## config.mk

```make
export PLATFORM = sky130hd
export DESIGN_NAME = tetris_input_ctrl
export DESIGN_NICKNAME = d
export VERILOG_FILES = /design/src/rtl/tetris_pkg.sv /design/src/rtl/tetris_debounce.sv /design/src/rtl/tetris_input_ctrl.sv
export SDC_FILE = /design/constraint.sdc
export NUM_CORES = 1
export LEC_CHECK = 0
export ABC_AREA = 1
export BUFFER_PORTS_ARGS = -buffer_cell sky130_fd_sc_hd__buf_4
export CORE_ASPECT_RATIO = 1.25
export CORE_UTILIZATION = 63
export DETAILED_ROUTE_END_ITERATION = 6
export GPL_TIMING_DRIVEN = 0
export HOLD_SLACK_MARGIN = 0.08
export PLACE_DENSITY = 0.8
export SYNTH_ARGS = -nofsm -noshare
export SYNTH_HDL_FRONTEND = slang
export SYNTH_HIERARCHICAL = 1
export SYNTH_SLANG_ARGS = --single-unit
```

## constraint.sdc

```tcl
create_clock -name clk -period 2.09 [get_ports clk]
set_clock_uncertainty 0.1 [all_clocks]
set_input_delay 0.3135 -clock clk [delete_from_list [all_inputs] [get_ports clk]]
set_output_delay 0.3135 -clock clk [all_outputs]
set_load 0.01 [all_outputs]
```

## src/rtl/tetris_pkg.sv

```systemverilog
// tetris_pkg: shared direction type and default timing constants for the tetris blocks
package tetris_pkg;
  typedef enum logic [1:0] {DIR_NONE, DIR_LEFT, DIR_RIGHT} dir_t;
  localparam int CLK_HZ = 50_000_000;
  localparam int DEBOUNCE_DEFAULT = CLK_HZ / 100;
  localparam int GRAVITY_SLOW_CYCLES = 40_000_002;
endpackage

```

## src/rtl/tetris_debounce.sv

```systemverilog
// tetris_debounce: 2-FF synchronizer + debouncer; raw in, stable level plus one-cycle rise/fall strobes out
module tetris_debounce #(
  parameter int DEBOUNCE_CYCLES = 500_000
) (
  input  logic clk,
  input  logic reset_n,
  input  logic raw,
  output logic stable,
  output logic rise,
  output logic fall
);
  localparam int CW = $clog2(DEBOUNCE_CYCLES + 1);
  logic [1:0] sync;
  logic [CW-1:0] cnt;
  always_ff @(posedge clk or negedge reset_n)
    if (!reset_n) begin
      sync <= '0;
      cnt <= '0;
      stable <= 1'b0;
      rise <= 1'b0;
      fall <= 1'b0;
    end else begin
      sync <= {sync[0], raw};
      rise <= 1'b0;
      fall <= 1'b0;
      if (sync[1] == stable) cnt <= '0;
      else if (cnt == CW'(DEBOUNCE_CYCLES - 1)) begin
        cnt <= '0;
        stable <= sync[1];
        rise <= sync[1];
        fall <= ~sync[1];
      end else cnt <= cnt + 1'b1;
    end
endmodule

```

## src/rtl/tetris_input_ctrl.sv

```systemverilog
// tetris_input_ctrl: raw btn_left/right/down/rotate + game_over in; move_left/right (stretched), move_down (level), rotate (pulse) out
module tetris_input_ctrl
  import tetris_pkg::*;
#(
  parameter int DEBOUNCE_CYCLES = DEBOUNCE_DEFAULT,
  parameter int HOLD_CYCLES = GRAVITY_SLOW_CYCLES
) (
  input  logic clk,
  input  logic reset_n,
  input  logic btn_left,
  input  logic btn_right,
  input  logic btn_down,
  input  logic btn_rotate,
  input  logic game_over,
  output logic move_left,
  output logic move_right,
  output logic move_down,
  output logic rotate
);
  localparam int HW = $clog2(HOLD_CYCLES + 1);
  logic [3:0] raw, stable, rise, fall;
  dir_t dir, dir_nxt;
  logic [HW-1:0] hcnt, hcnt_nxt;
  assign raw = {btn_rotate, btn_down, btn_right, btn_left};
  genvar i;
  for (i = 0; i < 4; i++) begin : g_db
    tetris_debounce #(.DEBOUNCE_CYCLES(DEBOUNCE_CYCLES)) u_db (
      .clk(clk),
      .reset_n(reset_n),
      .raw(raw[i]),
      .stable(stable[i]),
      .rise(rise[i]),
      .fall(fall[i])
    );
  end
  always_ff @(posedge clk or negedge reset_n)
    if (!reset_n) begin
      dir <= DIR_NONE;
      hcnt <= '0;
      move_down <= 1'b0;
      rotate <= 1'b0;
    end else begin
      dir <= dir_nxt;
      hcnt <= hcnt_nxt;
      move_down <= stable[2] & ~game_over;
      rotate <= rise[3] & ~game_over;
    end
  // left is tested first so a simultaneous left/right rise goes left
  always_comb begin
    dir_nxt = dir;
    hcnt_nxt = (hcnt == '0) ? '0 : hcnt - 1'b1;
    if (game_over) begin
      dir_nxt = DIR_NONE;
      hcnt_nxt = '0;
    end else if (rise[0]) begin
      dir_nxt = DIR_LEFT;
      hcnt_nxt = HW'(HOLD_CYCLES);
    end else if (rise[1]) begin
      dir_nxt = DIR_RIGHT;
      hcnt_nxt = HW'(HOLD_CYCLES);
    end else if (hcnt == '0 && ((dir == DIR_LEFT && !stable[0]) || (dir == DIR_RIGHT && !stable[1])))
      dir_nxt = DIR_NONE;
  end
  always_comb begin
    move_left = (dir == DIR_LEFT);
    move_right = (dir == DIR_RIGHT);
  end
endmodule

```

* Word-level counts from Yosys, hierarchy flattened *
Index checks and enable logic that the tools add are counted.

word-level totals
  bits of input ports = 7
  output and inout port bits = 4
  flip-flop bits (word level) = 121
  word-level logic and storage cells = 75

cells by class
  mux-type cells = 22
  equal/unequal tests = 10
  add/subtract/negate cells = 5
  reduce and logical (&&, ||, !) cells = 12
  bitwise gates (word level) = 7

operators by type and width
  kind                   count
  $mux 19                8
  $mux 26                4
  $add 19x1->19 const B  4
  $eq 19x19->1 const B   4
  $logic_not 26->1       1
  $sub 26x1->26 const B  1
  $mux 2                 4
  $reduce_and 2->1       4
  $mux 1                 6
  $not 1->1              5
  $eq 1x1->1             4
  $reduce_bool 4->1      1
  $logic_and 1x1->1      3
  $and 1x1->1            2
  $eq 2x1->1 const B     1
  $eq 2x2->1 const B     1
  $logic_not 1->1        2
  $logic_or 1x1->1       1

* Depth between registers and ports, before layout *
Gate-level depths: netlist of run 1.

  depth after elaboration = 8
  mapped depth = 10
  depth with buffers taken out = 9

* Hierarchy *
Netlist of run 1, hierarchy kept.

by module, submodules not included
  module                               cells an instance  instances  area an instance (µm²)  seq. area each (µm²)
  tetris_debounce at g_db[0].u_db ...  154                3          1,249.9                 600.6
  tetris_input_ctrl                    216                1          1,725.4                 750.7
  tetris_debounce at g_db[1].u_db      153                1          1,275.0                 600.6

* Least setup slack after synthesis of run 1 *
Ideal clock, no wire load.

  path kind = register to register
  from = register hcnt[0]
  to = register hcnt[7]
  library setup time = 121 ps
  path slack = 411 ps
  data required time = 1,869 ps
  stages on the path, launching flop included = 11
  path buffers = 1
  data arrival time = 1,459 ps
  period minus slack after synthesis = 1,679 ps
  cells stage by stage = dfrtp_1 -> inv_1 -> ha_1 -> nand2_2 -> nor2_4 -> nand2_4 -> clkinv_2 -> nand3_4 -> nand3_4 -> buf_12 -> nor2_2

between the ends
  longest elaborated chain between the ends = 5
  elaborated cells on any way between the ends = 6
  classes of those cells = add/sub (1); mux (4); reduce/logical (1)

RTL lines
  what                                               RTL line                 RTL
  start: declaration                                 tetris_input_ctrl.sv:23  logic [HW-1:0] hcnt, hcnt_nxt;
  start signal: assignment                           tetris_input_ctrl.sv:44  hcnt <= hcnt_nxt;
  $sub 26x1->26 or $logic_not 26->1 (tied branches)  tetris_input_ctrl.sv:51  hcnt_nxt = (hcnt == '0) ? '0 : hcnt - 1'b1;
  $mux 26 *                                          tetris_input_ctrl.sv:51
  $mux 26 *                                          tetris_input_ctrl.sv:58  end else if (rise[1]) begin
  $mux 26 *                                          tetris_input_ctrl.sv:55  end else if (rise[0]) begin
  $mux 26 *                                          tetris_input_ctrl.sv:52  if (game_over) begin
  named net hcnt_nxt[7]                              tetris_input_ctrl.sv:23

The timed path passes the listed nets; every way through them passes the cells marked *.
A chain may end at the register's enable or synchronous reset.

* Final worst setup path of run 1 *
Same ends and word-level chain as after synthesis.

==> impl_metrics.toml, run 1 <==
[global_route]
grt_max_degree = 105
grt_overflow = 0
antenna_found_initial = 0
grt_util_all_layers_pct = 27.27
grt_first_pass_wirelength_um = 23020
grt_pass1_vias = 5365

[clock_network]
clock_latency_ns = 0.41
h-tree-depth = 4
cts_root_buffer = "clkbuf_16"
postCtsSetupRepairBufs = 0
clk_pin_slew_ns = 0.05
cts_tree = "done"
cts_buffer_depth = 2
cts_sinks = 121
cts_made_buffers = 17

[detailed_routing]
routed_wl_um = 13300
drt_iter0_drc = 344
drtPass1Iterations = 5
via_per_inst = 5.401
ant_nets = 0
drc_errors = 0
vias = 5396
wl_per_cell_um = 13.31

[finish]
antenna_cells = 0
final_cells = 999
nets = 869
seq_area_um2 = 3028
final.fill_count = 693
multiInputGateArea_um2 = 3161
drive_above_1_share_pct = 16.44
area_growth_pct = 14.43

[sta]
slew_violations = 0
worst_slew_pin_slew_ns = 0.8413
hold_violations = 0
post-route-period-util_pct = 94.59
tns_ns = 0
fin_hold_ws_ns = 0.2030
fmax_mhz = 505.8
layout_setup_ws_ns = 0.1131
max_slew_margin_pct = 43.71
fin_crit_ns = 1.977
rsz0062_at_grt = "false"
setup_viol = 0

[setup_path]
critical_path_class = "flop to flop"
arrival_ns = 2.17
cp_max_fo = 10
start_kind = "flop"
regToRegSetupSlack_ns = 0.11
crit_path_end_kind = "flop"
critPathRequiredTime_ns = 2.28
reg2reg_to = "hcnt[7]$_DFF_PN0_"
r2r_start = "hcnt[0]$_DFF_PN0_"
reg2reg_depth = 10

[synthesis]
syn-mean-instance-area_um2 = 8.039
synth_area_um2 = 6600
ys_warn_count = 6
netlist_instances = 821
syn-num-nets = 833

[floorplan]
dieHeight_um = 116.4
num_rows = 41
initial_core_util_pct = 64.98
die_w_um = 93.55
core_area_um2 = 10160
io_pins = 11
dieArea_um2 = 10890

[pwr]
p_seq_share_pct = 34.5
pwr-share-comb_pct = 28.8
cellLeakagePower_uw = 0.003427
ir_drop_mv = 0.6265
power.clock.fraction_pct = 36.7
power.internal_uw = 5428
pwr_density_cell_nw_per_um2 = 1087
p_switching_uw = 2784
p_sw_share_pct = 33.90

[min_path]
hold_class = "input pin to asynchronous set/reset pin"

[place]
place_ws_ns = 0.08956
place.port_buffers = 10
dp_hpwl_um = 9201
numPlacedInstances = 961
place_congestion = 0.9262

[run]
cap_violations = 0

[run_status]
status = "complete, no violations"
==> layout by cell type, fill, tap and decap left out, types with 4 or more instances in the layout <==
cell           instances
nor2_1               181
nand2_1              133
dfrtp_1              121
inv_1                 94
nand3_1               61
nor2_2                38
xor2_1                35
a21oi_1               23
xnor2_1               18
clkbuf_16             17
nor2_4                16
nand4_1               14
nand2_2               13
o21ai_1               12
nor3_1                10
inv_2                 10
buf_4                  9
nand2_4                6
clkinv_2               6
dlygate4sd3_1          6
nand3_2                5
ha_1                   5
clkbuf_8               5
nor3b_2                4
nor3b_1                4
==> worst max-delay path, stage by stage, from the launching register on <==
cell      delay, ns
dfrtp_1        0.39
inv_1          0.17
ha_1           0.24
nand2_2        0.13
nor2_4         0.22
nand2_4        0.09
clkinv_2       0.10
nand3_4        0.08
nand3_4        0.13
buf_12         0.16
nor2_2         0.05
==> per-layer routing <==
metal / track usage, % / vias up / part of all wire, %
met1: 30.23 / 2600 / 42
met4: 12.51 / 0 / 2.2
met2: 50.00 / 122 / 53
met3: 5.794 / 27 / 3.3
li1: - / 2647 / -
met5: 0 / - / 0
==> per-stage QoR <==
step / power [uW] / utilization (%) / cell area (um2)
floorplan: 4676 / - / 6600
global placement: 5028 / 67.31 / 6837
detailed placement: 5156 / 67.62 / 6868
CTS: 8225 / 74.28 / 7545
global route: 8699 / 74.35 / 7552
finish: 8212 / 74.35 / 7552
==> registers in the layout, summed over array words and instances (netlist names) <==
register          cells
g_db.u_db/cnt        76
hcnt                 26
g_db.u_db/sync        8
g_db.u_db/stable      4
g_db.u_db/rise        3
dir                   2
move_down             1
rotate                1
==> layout make-up <==
class	count	area share [%]
Multi-Input combinational cell	593	41.85
Timing Repair Buffer	17	2.203
Clock buffer	24	6.643
Tap cell	129	2.137
Clock inverter	8	1.524
Buffer	2	0.3148
Inverter	105	5.235
Sequential cell	121	40.09
==> timing repair <==
item,in CTS,in global routing
endpoints found under the setup margin,0,9
hold endpoints to repair,126,0
resized for setup,0,2
hold buffers,6,0
==> worst max-delay path by stage <==
stage,depth (start not counted),end,start
after global placement,9,hcnt[25]$_DFF_PN0_,hcnt[0]$_DFF_PN0_
after global routing,10,hcnt[3]$_DFF_PN0_,hcnt[0]$_DFF_PN0_
after CTS,9,hcnt[11]$_DFF_PN0_,hcnt[0]$_DFF_PN0_
final,10,hcnt[7]$_DFF_PN0_,hcnt[0]$_DFF_PN0_
after detailed placement,9,hcnt[25]$_DFF_PN0_,hcnt[0]$_DFF_PN0_
after floorplan,10,hcnt[7]$_DFF_PN0_,hcnt[0]$_DFF_PN0_
==> power by group through the flow <==
stage / Combinational, uW / Clock (uW) / Sequential [uW]
after detailed placement: 2300 / 0 / 2860
after global placement: 2180 / 0 / 2850
final: 2370 / 3010 / 2830
after global routing: 2670 / 3170 / 2860
after floorplan: 1870 / 0 / 2800
after CTS: 2340 / 3050 / 2830
No activity file was read; power rests on OpenSTA's default activity.
==> run 2, diff against run 1 <==
CORE_UTILIZATION = 65   (was 63)
CTS_BUF_LIST = sky130_fd_sc_hd__clkbuf_8   (was unset)
PLACE_DENSITY = 0.82   (was 0.8)
==> run 2 against run 1 <==
Hold slack improved by 0.047 ns; maximum frequency grew 0.68%; via count decreased by 1.1%; cell count is 0.30% lower; clock power down 23%; die area shrank 3.0%; flip-flop and latch count is the same; power decreased by 8.5%; core utilization grew 1.2 points; critical endpoint unchanged; largest power group is now sequential cells; highest routed layer unchanged.
==> impl_metrics.toml, run 2 (synthesis results as in run 1) <==
[place]
placed_area_um2 = 6864
place_congestion = 0.8761
dp_hpwl_um = 9480
place.port_buffers = 10

[pwr]
ir_drop_mv = 0.6848
pwr_density_cell_nw_per_um2 = 1020
cellLeakagePower_uw = 0.003339

[clock_network]
cts_tree = "done"
cts_made_buffers = 17
cts_sinks = 121
h-tree-depth = 4
cts_root_buffer = "clkbuf_8"
clk_pin_slew_ns = 0.07
clock_latency_ns = 0.43
cts_buffer_depth = 2

[sta]
hold_violations = 0
fmax_mhz = 509.3
rsz0062_at_grt = "false"
slew_violations = 0
setup_viol = 0
worst_slew_pin_slew_ns = 0.8275
max_slew_margin_pct = 44.63
tns_ns = 0
post-route-period-util_pct = 93.95
fin_crit_ns = 1.964

[detailed_routing]
via_per_inst = 5.360
drc_errors = 0
drtPass1Iterations = 5
routed_wl_um = 13120
vias = 5339
ant_nets = 0
drt_iter0_drc = 232
wl_per_cell_um = 13.17

[global_route]
grt_overflow = 0
grt_max_degree = 75
grt_util_all_layers_pct = 26.86
antenna_found_initial = 0
grt_first_pass_wirelength_um = 22610
grt_pass1_vias = 5469

[setup_path]
start_kind = "flop"
reg2reg_depth = 10
r2r_start = "hcnt[0]$_DFF_PN0_"
arrival_ns = 2.18
regToRegSetupSlack_ns = 0.13
reg2reg_to = "hcnt[7]$_DFF_PN0_"
critical_path_class = "flop to flop"
crit_path_end_kind = "flop"
cp_max_fo = 10
critPathRequiredTime_ns = 2.31

[min_path]
hold_class = "flop to flop"
holdPathEnd = "g_db[2].u_db/sync[1]$_DFF_PN0_"
holdPathStages = 0
worstHoldStart = "g_db[2].u_db/sync[0]$_DFF_PN0_"

[finish]
final.fill_count = 706
largest_reg_flops = 76
nets = 869
antenna_cells = 0
regMostFlops = "g_db.u_db/cnt"
final_cell_mix = "nor2_1 (181), nand2_1 (133), dfrtp_1 (121), inv_1 (96), nand3_1 (61)"
largestRegisters = "g_db.u_db/cnt: 76 flops, hcnt: 26 flops, g_db.u_db/sync: 8 flops"
layout_commonest_cell = "nor2_1"
drive_above_1_share_pct = 16.32
stdcell_area_um2 = 7370
area_growth_pct = 11.66

[floorplan]
die_w_um = 92.13
dieArea_um2 = 10560
core_area_um2 = 9759
io_pins = 11
initial_core_util_pct = 67.63
num_rows = 40
dieHeight_um = 114.7

[run]
cap_violations = 0

[run_status]
status = "complete, no violations"
## run 2: cell count changes in the layout (fill, tap and decap cells not counted), sizes merged
cell,change
clkbuf,-7
clkinvlp,+3
bufinv,+2
inv,+2
## run 2: stage by stage
step / setup slack [ns] / hold WS, ns / total power [uW] / cells / util [%]
CTS: 0.05501 / 0.2528 / 7534 / 996 / 75.49
global route: 0.001571 / 0.2660 / 7963 / 996 / 75.51
floorplan: 0.4107 / -0.08209 / 4676 / 821 / -
global placement: 0.2276 / 0.2468 / 5030 / 957 / 70.01
detailed placement: 0.1230 / 0.1737 / 5149 / 958 / 70.33
finish: 0.1264 / 0.2505 / 7514 / 996 / 75.51
## run 2: layout make-up
cell class              count  area, um2  share of cell area, %
repair buffers             17      166.4                  2.258
clock buffers              17      234.0                  3.175
flip-flops and latches    121       3028                  41.09
clock inverters            15      209.0                  2.835
inverters                 105      395.4                  5.365
multi-input cells         593       3156                  42.82
plain buffers               2      23.77                 0.3226
well taps                 126      157.7                  2.139
## run 2: worst max path at each step
stage | startpoint | to | cells after the start
floorplan | hcnt[0]$_DFF_PN0_ | hcnt[7]$_DFF_PN0_ | 10
CTS | hcnt[0]$_DFF_PN0_ | hcnt[11]$_DFF_PN0_ | 9
finish | hcnt[0]$_DFF_PN0_ | hcnt[7]$_DFF_PN0_ | 10
detailed placement | hcnt[0]$_DFF_PN0_ | hcnt[11]$_DFF_PN0_ | 9
global route | hcnt[0]$_DFF_PN0_ | hcnt[7]$_DFF_PN0_ | 10
global placement | hcnt[0]$_DFF_PN0_ | hcnt[25]$_DFF_PN0_ | 9
## run 2: what timing repair did
| action | in CTS | in global routing |
|---|---|---|
| hold endpoints to repair | 53 | 0 |
| hold buffers | 6 | 0 |
| gates resized for setup | 0 | 1 |
| setup buffers | 0 | 0 |
| setup endpoints to repair | 0 | 18 |
## run 2: critical path, stage by stage (launching register included)
cell and delay [ns]:
dfrtp_1 0.39, inv_1 0.16, ha_1 0.25, nand2_2 0.13, nor2_4 0.20, nand2_4 0.09
clkinv_2 0.10, nand3_4 0.08, nand3_4 0.14, buf_12 0.16, nor2_2 0.04
## run 2: layer usage
metal / track usage (%) / share of wire [%]
met2: 48.76 / 53
met3: 5.843 / 3.7
met5: 0 / 0
met1: 28.62 / 40
met4: 15.52 / 2.7
## run 2: power breakdown
group / switching, uW / total (uW) / internal, uW
clock network: 922 / 2320 / 1400
logic: 1540 / 2360 / 814
registers: 247 / 2830 / 2580
total: 2710 / 7510 / 4800
